**config.mk**
```make
export PLATFORM = sky130hd
export DESIGN_NAME = tcb_dec
export DESIGN_NICKNAME = d
export VERILOG_FILES = /design/src/rtl/tcb_dec.sv
export SDC_FILE = /design/constraint.sdc
export NUM_CORES = 1
export LEC_CHECK = 0
export BUFFER_PORTS_ARGS = -buffer_cell sky130_fd_sc_hd__buf_4
export CAP_MARGIN = 15
export CORE_AREA = 2 2 123 125
export DETAILED_ROUTE_END_ITERATION = 10
export DIE_AREA = 0 0 125 127
export PLACE_DENSITY_LB_ADDON = 0.08
export SETUP_SLACK_MARGIN = 0.2
export SYNTH_ARGS = -nofsm -noshare
export SYNTH_HDL_FRONTEND = slang
export SYNTH_SLANG_ARGS = --single-unit
export TNS_END_PERCENT = 20
```
**constraint.sdc**
```tcl
create_clock -name clk -period 1 [get_ports clk]
set_input_delay 0.05 -clock clk [delete_from_list [all_inputs] [get_ports clk]]
set_output_delay 0.05 -clock clk [all_outputs]
set_load 0.02 [all_outputs]
```
**src/rtl/tcb_dec.sv**
```systemverilog
// rtl/tcb_dec.sv - TCB address decoder: one manager stream fanned out to PN subordinates by address range
module tcb_dec #(
  parameter int unsigned AW  = 32,
  parameter int unsigned DW  = 32,
  parameter int unsigned BW  = DW/8,
  parameter int unsigned PN  = 2,
  parameter int unsigned DLY = 1,
  parameter logic [AW-1:0] AS [0:PN-1] = '{32'h0000_0000, 32'h8000_0000},
  parameter logic [AW-1:0] AM [0:PN-1] = '{32'h8000_0000, 32'h8000_0000}
) (
  input  logic                   clk,
  input  logic                   rst,
  // upstream (subordinate side of this block)
  input  logic                   s_vld,
  input  logic                   s_wen,
  input  logic [AW-1:0]          s_adr,
  input  logic [BW-1:0]          s_ben,
  input  logic [DW-1:0]          s_wdt,
  output logic                   s_rdy,
  output logic [DW-1:0]          s_rdt,
  output logic                   s_err,
  // downstream (manager side of this block)
  output logic [PN-1:0]          m_vld,
  output logic [PN-1:0]          m_wen,
  output logic [PN-1:0][AW-1:0]  m_adr,
  output logic [PN-1:0][BW-1:0]  m_ben,
  output logic [PN-1:0][DW-1:0]  m_wdt,
  input  logic [PN-1:0]          m_rdy,
  input  logic [PN-1:0][DW-1:0]  m_rdt,
  input  logic [PN-1:0]          m_err
);

  localparam int unsigned SW = (PN > 1) ? $clog2(PN) : 1;

  logic [PN-1:0] hit;
  logic          hit_any;
  logic [SW-1:0] sel;
  logic          trn;

  // select pipeline: stage 0 captures the transfer, the last stage drives the response mux
  logic [DLY-1:0]         val_q, val_d;
  logic [DLY-1:0]         hit_q, hit_d;
  logic [DLY-1:0][SW-1:0] sel_q, sel_d;

  logic          val_l;
  logic          hit_l;
  logic [SW-1:0] sel_l;

  // address decode; scanning downward leaves the lowest matching index in sel
  always_comb begin
    hit = '0;
    sel = '0;
    for (int i = PN - 1; i >= 0; i--) begin
      hit[i] = ((s_adr & AM[i]) == AS[i]);
      if (hit[i]) begin
        sel = SW'(i);
      end
    end
    hit_any = |hit;
  end

  // request fan-out: only the selected port sees vld, payload is broadcast
  always_comb begin
    m_vld = '0;
    m_wen = '0;
    m_adr = '0;
    m_ben = '0;
    m_wdt = '0;
    for (int i = 0; i < PN; i++) begin
      m_vld[i] = s_vld & hit_any & (sel == SW'(i));
      m_wen[i] = s_wen;
      m_adr[i] = s_adr;
      m_ben[i] = s_ben;
      m_wdt[i] = s_wdt;
    end
    // unmapped requests are accepted at once and answered with an error
    s_rdy = hit_any ? m_rdy[sel] : 1'b1;
    trn   = s_vld & s_rdy;
  end

  // next state of the select pipeline
  always_comb begin
    val_d    = val_q;
    hit_d    = hit_q;
    sel_d    = sel_q;
    val_d[0] = trn;
    hit_d[0] = hit_any;
    sel_d[0] = sel;
    for (int i = 1; i < DLY; i++) begin
      val_d[i] = val_q[i-1];
      hit_d[i] = hit_q[i-1];
      sel_d[i] = sel_q[i-1];
    end
  end

  // pipeline registers; reset discards every in-flight response
  always_ff @(posedge clk or negedge rst) begin
    if (!rst) begin
      val_q <= '0;
      hit_q <= '0;
      sel_q <= '0;
    end else begin
      val_q <= val_d;
      hit_q <= hit_d;
      sel_q <= sel_d;
    end
  end

  // response mux from the last stage; idle cycles drive zeros rather than X
  always_comb begin
    val_l = val_q[DLY-1];
    hit_l = hit_q[DLY-1];
    sel_l = sel_q[DLY-1];
    s_rdt = '0;
    s_err = 1'b0;
    if (val_l) begin
      if (hit_l) begin
        s_rdt = m_rdt[sel_l];
        s_err = m_err[sel_l];
      end else begin
        s_err = 1'b1;
      end
    end
  end

endmodule

```
==> results of run 1 <==
per-stage QoR:
step	TNS (ns)	instances	util (%)	hold WS (ns)
CTS	-10.47	382	13.7	0.000665
floorplan	-0.0372	220	-	-0.246
global route	-12.33	382	13.7	0.00495
finish	-9.70	382	13.7	-0.00470
detailed placement	-2.90	377	12.6	-0.154
global placement	-2.56	377	12.6	-0.155
per-layer routing:
| metal | up-vias | global-route usage, % |
|---|---|---|
| li1 | 506 | - |
| met1 | 476 | 5.94 |
| met2 | 120 | 10.5 |
| met3 | 40 | 2.60 |
| met4 | 0 | 4.25 |
| met5 | - | 0 |
worst max path at each step:
stage | end | from | slack (ns) | cells past startpoint
2_1_floorplan | s_rdt[10] | sel_l | -0.001 | 4
3_3_place_gp | s_err | sel_l | -0.12 | 4
3_5_place_dp | s_rdt[2] | sel_l | -0.14 | 4
4_1_cts | s_rdt[2] | sel_l | -0.37 | 4
5_1_grt | s_rdt[21] | sel_l | -0.44 | 4
6_report | s_err | sel_l | -0.33 | 4
critical path, delay by kind of cell, from the launching register on:
family	cells	cell delay [ns]
compound gates	1	0.08
buf+inv	2	0.35
flops	1	0.38
mux	1	0.25
cell type report:
| cell class | count | area (um2) | area share, % |
|---|---|---|---|
| sequential | 3 | 76.3 | 3.85 |
| multi-input combinational | 72 | 592 | 29.9 |
| tap | 184 | 230 | 11.6 |
| timing repair buffer | 119 | 1000 | 50.7 |
| clock buffer | 4 | 78.8 | 3.98 |
what timing repair did:
action / in CTS / in global routing
pin swaps: 0 / 0
gates resized for setup: 20 / 2
setup endpoints to repair: 33 / 33
hold buffers: 1 / 0
hold endpoints to repair: 3 / 0
cells in the final DEF, fill, tap and decap left out:
cell type / netlist / final
buf_6: 1 / 19
mux2_4: 1 / 1
dfrtp_2: 0 / 1
mux2i_2: 0 / 3
nor2_1: 32 / 2
conb_1: 1 / 1
nand2_2: 0 / 1
nor2_2: 0 / 30
and2_1: 2 / 2
dlygate4sd3_1: 0 / 1
dfrtp_1: 3 / 2
clkbuf_16: 0 / 3
buf_4: 138 / 96
buf_12: 3 / 3
clkbuf_1: 2 / 1
a21boi_2: 0 / 1
mux2i_1: 33 / 30
nor2b_1: 1 / 1
sequential cells by signal (all words and copies together), names as in the netlist:
signal and flops:
hit_l 1, sel_l 1, val_l 1
kinds of logic after synthesis:
| group | share of synthesized area, % |
|---|---|
| buffers and inverters | 66.1 |
| AND/OR/NAND/NOR | 8.43 |
| multiplexers | 20.4 |
| flip-flops | 4.43 |
| AO/OA/AOI/OAI | 0.444 |
| other | 0.222 |
power by group:
group	leakage [uW]	internal [uW]	switching [uW]
Sequential	0.0000352	129	5.77
Combinational	0.000879	391	278
Clock	0.0000382	526	110
==> summary.txt, run 1 <==
Layout
  • FILL cells: 1681
  • Number of diodes: 0
  • Share of cells above drive strength 1: 79.8%
  • Final Cell Area: 1980 um2
  • Nets: 339
  • Area grow syn2layout: 17.1%

Critical path
  • Required @ worst endpoint: 0.95 ns
  • WS Path Type: reg2out
  • Max incr delay on CP: 0.38 ns
  • Crit-path most repeated cell: buf_4
  • CP Cell Sequence: buf_4 -> mux2i_2 -> a21boi_2 -> buf_4
  • Worst Path Max Fanout: 6
  • Crit path arrival time: 1.28 ns
  • Worst Setup End Kind: output pin
  • Worst setup SP type: flop
  • CP max stage cell: dfrtp_2

GRT
  • GRT overflow: 0
  • Largest net degree at the start of global routing: 24
  • Vias in the first global route: 1238
  • Antenna violations before repair: 0
  • GRT Util Overall: 6.11%
  • First-pass GRT wire length: 7.52 mm

Die
  • Top Ports: 314
  • Starting Density: 11.7%
  • Core Rows: 44
  • Die W: 125 um
  • Die area: 15900 um2
  • Die height: 127 um
  • Core Region: 14400 um2

Route
  • Antenna-violating nets left: 0
  • Iteration-0 DRC Markers: 21
  • Drt pass-1 iters: 4
  • Met1 wire length: 1.68 mm
  • Met3 WL: 742 um
  • DRC Markers: 0
  • Met2 Routed Length: 2.63 mm
  • DR WL/cell: 13.9 um
  • Vias per std cell: 2.99
  • Via count: 1142
  • Post-Route WL: 5.30 mm
  • Max Used Layer: met4

STA
  • RSZ-0062 raised after global routing: yes
  • Final Max Slew Viols: 0
  • Final hold violations: 1
  • Tcrit/Tclk final: 133%
  • Fmax: 749 MHz
  • Final setup vio count: 33
  • Fin crit period: 1.33 ns
  • Setup ws final: -0.335 ns
  • Fin Hold WS: -0.00470 ns

Hold path
  • Hold Path Depth: 1
  • Hold_sp: s_adr[31]
  • Min-Delay Path Class: in2reg
  • Min-Delay Endpoint: sel_l

Place
  • RePlAce Congestion: 0.673
  • Pre-CTS WS: -0.139 ns
  • IO Port Bufs: 109
  • Detail Placement HPWL: 4.49 mm
  • Post-DP Area: 1810 um2

Logic synthesis
  • Cells after Synth: 220
  • Synthesized flop and latch total: 3
  • Top cells by area, synth: buf_4 61%, mux2i_1 20%, nor2_1 7.1%
  • Synth top area share: 61.2%
  • Top FF cell, synth: dfrtp_1
  • Area leader, netlist: buf_4
  • Asr flop ratio synth: 100%
  • Distinct cells, synth: 14
  • Post-synthesis sequential area ratio: 4.43%
  • Leading cell types by count after synthesis: 138 x buf_4, 33 x mux2i_1, 32 x nor2_1, 3 x buf_12, 3 x dfrtp_1
  • Number of synthesized flops with an enable pin: 0
  • Net Count, Synth: 360
  • Avg Cell Area, Syn: 7.69 um2
  • Synth Cell Area: 1690 um2
  • Most common cell in the netlist: buf_4
  • Synth warnings: 0

Clock network
  • Clock Sinks: 3
  • Root buffer cell: clkbuf_16
  • H-tree levels: 1
  • Clock slew at reported path FFs: 0.03 ns
  • Number of setup buffers added after CTS: 0
  • CTS tree: built
  • CTS Buf Count: 3
  • CTS Buffer Depth: 2

Power and ir drop
  • VDD IR max: 0.258 mV
  • PD cells: 727 nW/um2
  • LEAKAGE: 0.000952 uW
  • Total power: 1440 uW

Status
  • Failing checks: hold timing, setup timing
  • Outcome: finished with violations

Flow run
  • Max-cap viol count: 0
No activity file was read; power rests on OpenSTA's default activity.
==> run 2, diff against run 1 <==
SKIP_CTS_REPAIR_TIMING = 1   (was not set)
==> run 2 against run 1 <==
  * The flow still finishes with violations (hold timing, setup timing)
  * Combinational power is 2% lower
  * Maximum frequency barely moved
  * Global-route usage about the same
  * Clock-buffer cell count is the same
  * Core utilization fell by 0.34 points
  * Largest power group unchanged
  * Largest cell class unchanged
  * Non-clock buffer count unchanged
  * Power is 1.0% lower
  * Die area unchanged
  * Routed wire length fell by 0.19%
  * First-iteration DRC count is 9.5% higher
==> summary.txt, run 2 (synthesized netlist as in run 1, its figures left out) <==
Status
  • Outcome: finished with violations
  • Failing checks: hold timing, setup timing

STA
  • Fin Hold WS: -0.00470 ns
  • Fin crit period: 1.33 ns
  • Final Max Slew Viols: 0
  • Final setup vio count: 33
  • Setup ws final: -0.335 ns
  • Tcrit/Tclk final: 133%
  • RSZ-0062 raised after global routing: yes
  • Fmax: 749 MHz
  • Final hold violations: 1
  • Setup tns final: -9.89 ns

Hold path
  • Min-Delay Path Class: in2reg
  • Hold_sp: s_adr[31]
  • Min-Delay Endpoint: sel_l
  • Hold Path Depth: 1

Place
  • # placed instances: 377
  • RePlAce Congestion: 0.673
  • Post-DP Area: 1810 um2
  • Detail Placement HPWL: 4.49 mm
  • IO Port Bufs: 109

Route
  • Post-Route WL: 5.29 mm
  • Iteration-0 DRC Markers: 23
  • Drt pass-1 iters: 4
  • Antenna-violating nets left: 0
  • Vias per std cell: 2.96
  • DRC Markers: 0
  • Via count: 1131
  • DR WL/cell: 13.8 um

Die
  • Core Region: 14400 um2
  • Die W: 125 um
  • Top Ports: 314
  • Starting Density: 11.7%
  • Core Rows: 44
  • Die area: 15900 um2
  • Die height: 127 um

Critical path
  • Required @ worst endpoint: 0.95 ns
  • Crit path arrival time: 1.28 ns
  • Worst Setup End Kind: output pin
  • WS Path Type: reg2out
  • Worst setup SP type: flop
  • Worst Path Max Fanout: 23

GRT
  • Largest net degree at the start of global routing: 24
  • First-pass GRT wire length: 7.46 mm
  • Antenna violations before repair: 0
  • Vias in the first global route: 1201
  • GRT Util Overall: 6.08%
  • GRT overflow: 0

Power and ir drop
  • Int Power: 1040 uW
  • Net Sw Frac: 27.4%
  • Clock Power Share: 44.6%
  • Sequential power share: 9.5%
  • PD cells: 738 nW/um2
  • Total power: 1430 uW
  • LEAKAGE: 0.000942 uW
  • Net Switching: 390 uW
  • Part of the power in combinational logic: 45.9%
  • VDD IR max: 0.257 mV

Layout
  • Final Cell Area: 1930 um2
  • Area of the multi-input gates: 592 um2
  • FF/Latch Area: 76.3 um2
  • Commonest non-fill, non-tap cell in the layout: buf_4
  • Most frequent cells in the layout: 109 x buf_4, 30 x mux2i_1, 30 x nor2_2
  • Area grow syn2layout: 14.2%
  • FILL cells: 1680
  • Number of diodes: 0
  • Share of cells above drive strength 1: 79.8%
  • Non-filler instance count after layout: 382
  • Nets: 339

Clock network
  • Clock Sinks: 3
  • H-tree levels: 1
  • Root buffer cell: clkbuf_16
  • CTS Buf Count: 3
  • CTS Buffer Depth: 2
  • Clock slew at reported path FFs: 0.03 ns
  • CTS tree: built

Flow run
  • Max-cap viol count: 0
[run 2: cell count changes in the layout (fill, tap and decap cells not counted)]
cell,change
buf_4,+13
buf_6,-13
[run 2: routing by layer]
| metal | GRT usage [%] | routed length [um] |
|---|---|---|
| met1 | 5.79 | 1670 |
| met2 | 10.5 | 2590 |
| met3 | 2.68 | 775 |
| met4 | 4.25 | 254 |
| met5 | 0 | 0 |
[run 2: per-stage QoR]
stage	setup WS [ns]	util [%]
2_1_floorplan	-0.00124	-
3_3_place_gp	-0.116	12.6
3_5_place_dp	-0.139	12.6
4_1_cts	-0.370	13.1
5_1_grt	-0.440	13.4
6_report	-0.335	13.4
[run 2: layout make-up]
| class | instances | share of cell area (%) |
|---|---|---|
| flip-flops and latches | 3 | 3.95 |
| multi-input cells | 72 | 30.6 |
| repair buffers | 119 | 49.4 |
| clock buffers | 4 | 4.08 |
| well taps | 184 | 11.9 |
[run 2: worst max-delay path by stage]
stage	startpoint	end	cells past startpoint
6_report	sel_l	s_rdt[21]	4
5_1_grt	sel_l	s_rdt[21]	4
4_1_cts	sel_l	s_rdt[2]	4
3_5_place_dp	sel_l	s_rdt[2]	4
3_3_place_gp	sel_l	s_err	4
2_1_floorplan	sel_l	s_rdt[10]	4
[run 2: critical path, cell delays in order, from the launching register on]
cell     delay [ns]
dfrtp_2        0.38
buf_12         0.21
mux2i_1        0.25
nor2_2         0.05
buf_4          0.15
[run 2: power by group through the flow]
stage | Combinational, uW | Clock (uW) | Sequential [uW]
3_5_place_dp | 653 | 0 | 137
4_1_cts | 655 | 648 | 136
5_1_grt | 709 | 667 | 137
3_3_place_gp | 653 | 0 | 137
6_report | 655 | 636 | 135
2_1_floorplan | 1100 | 0 | 133
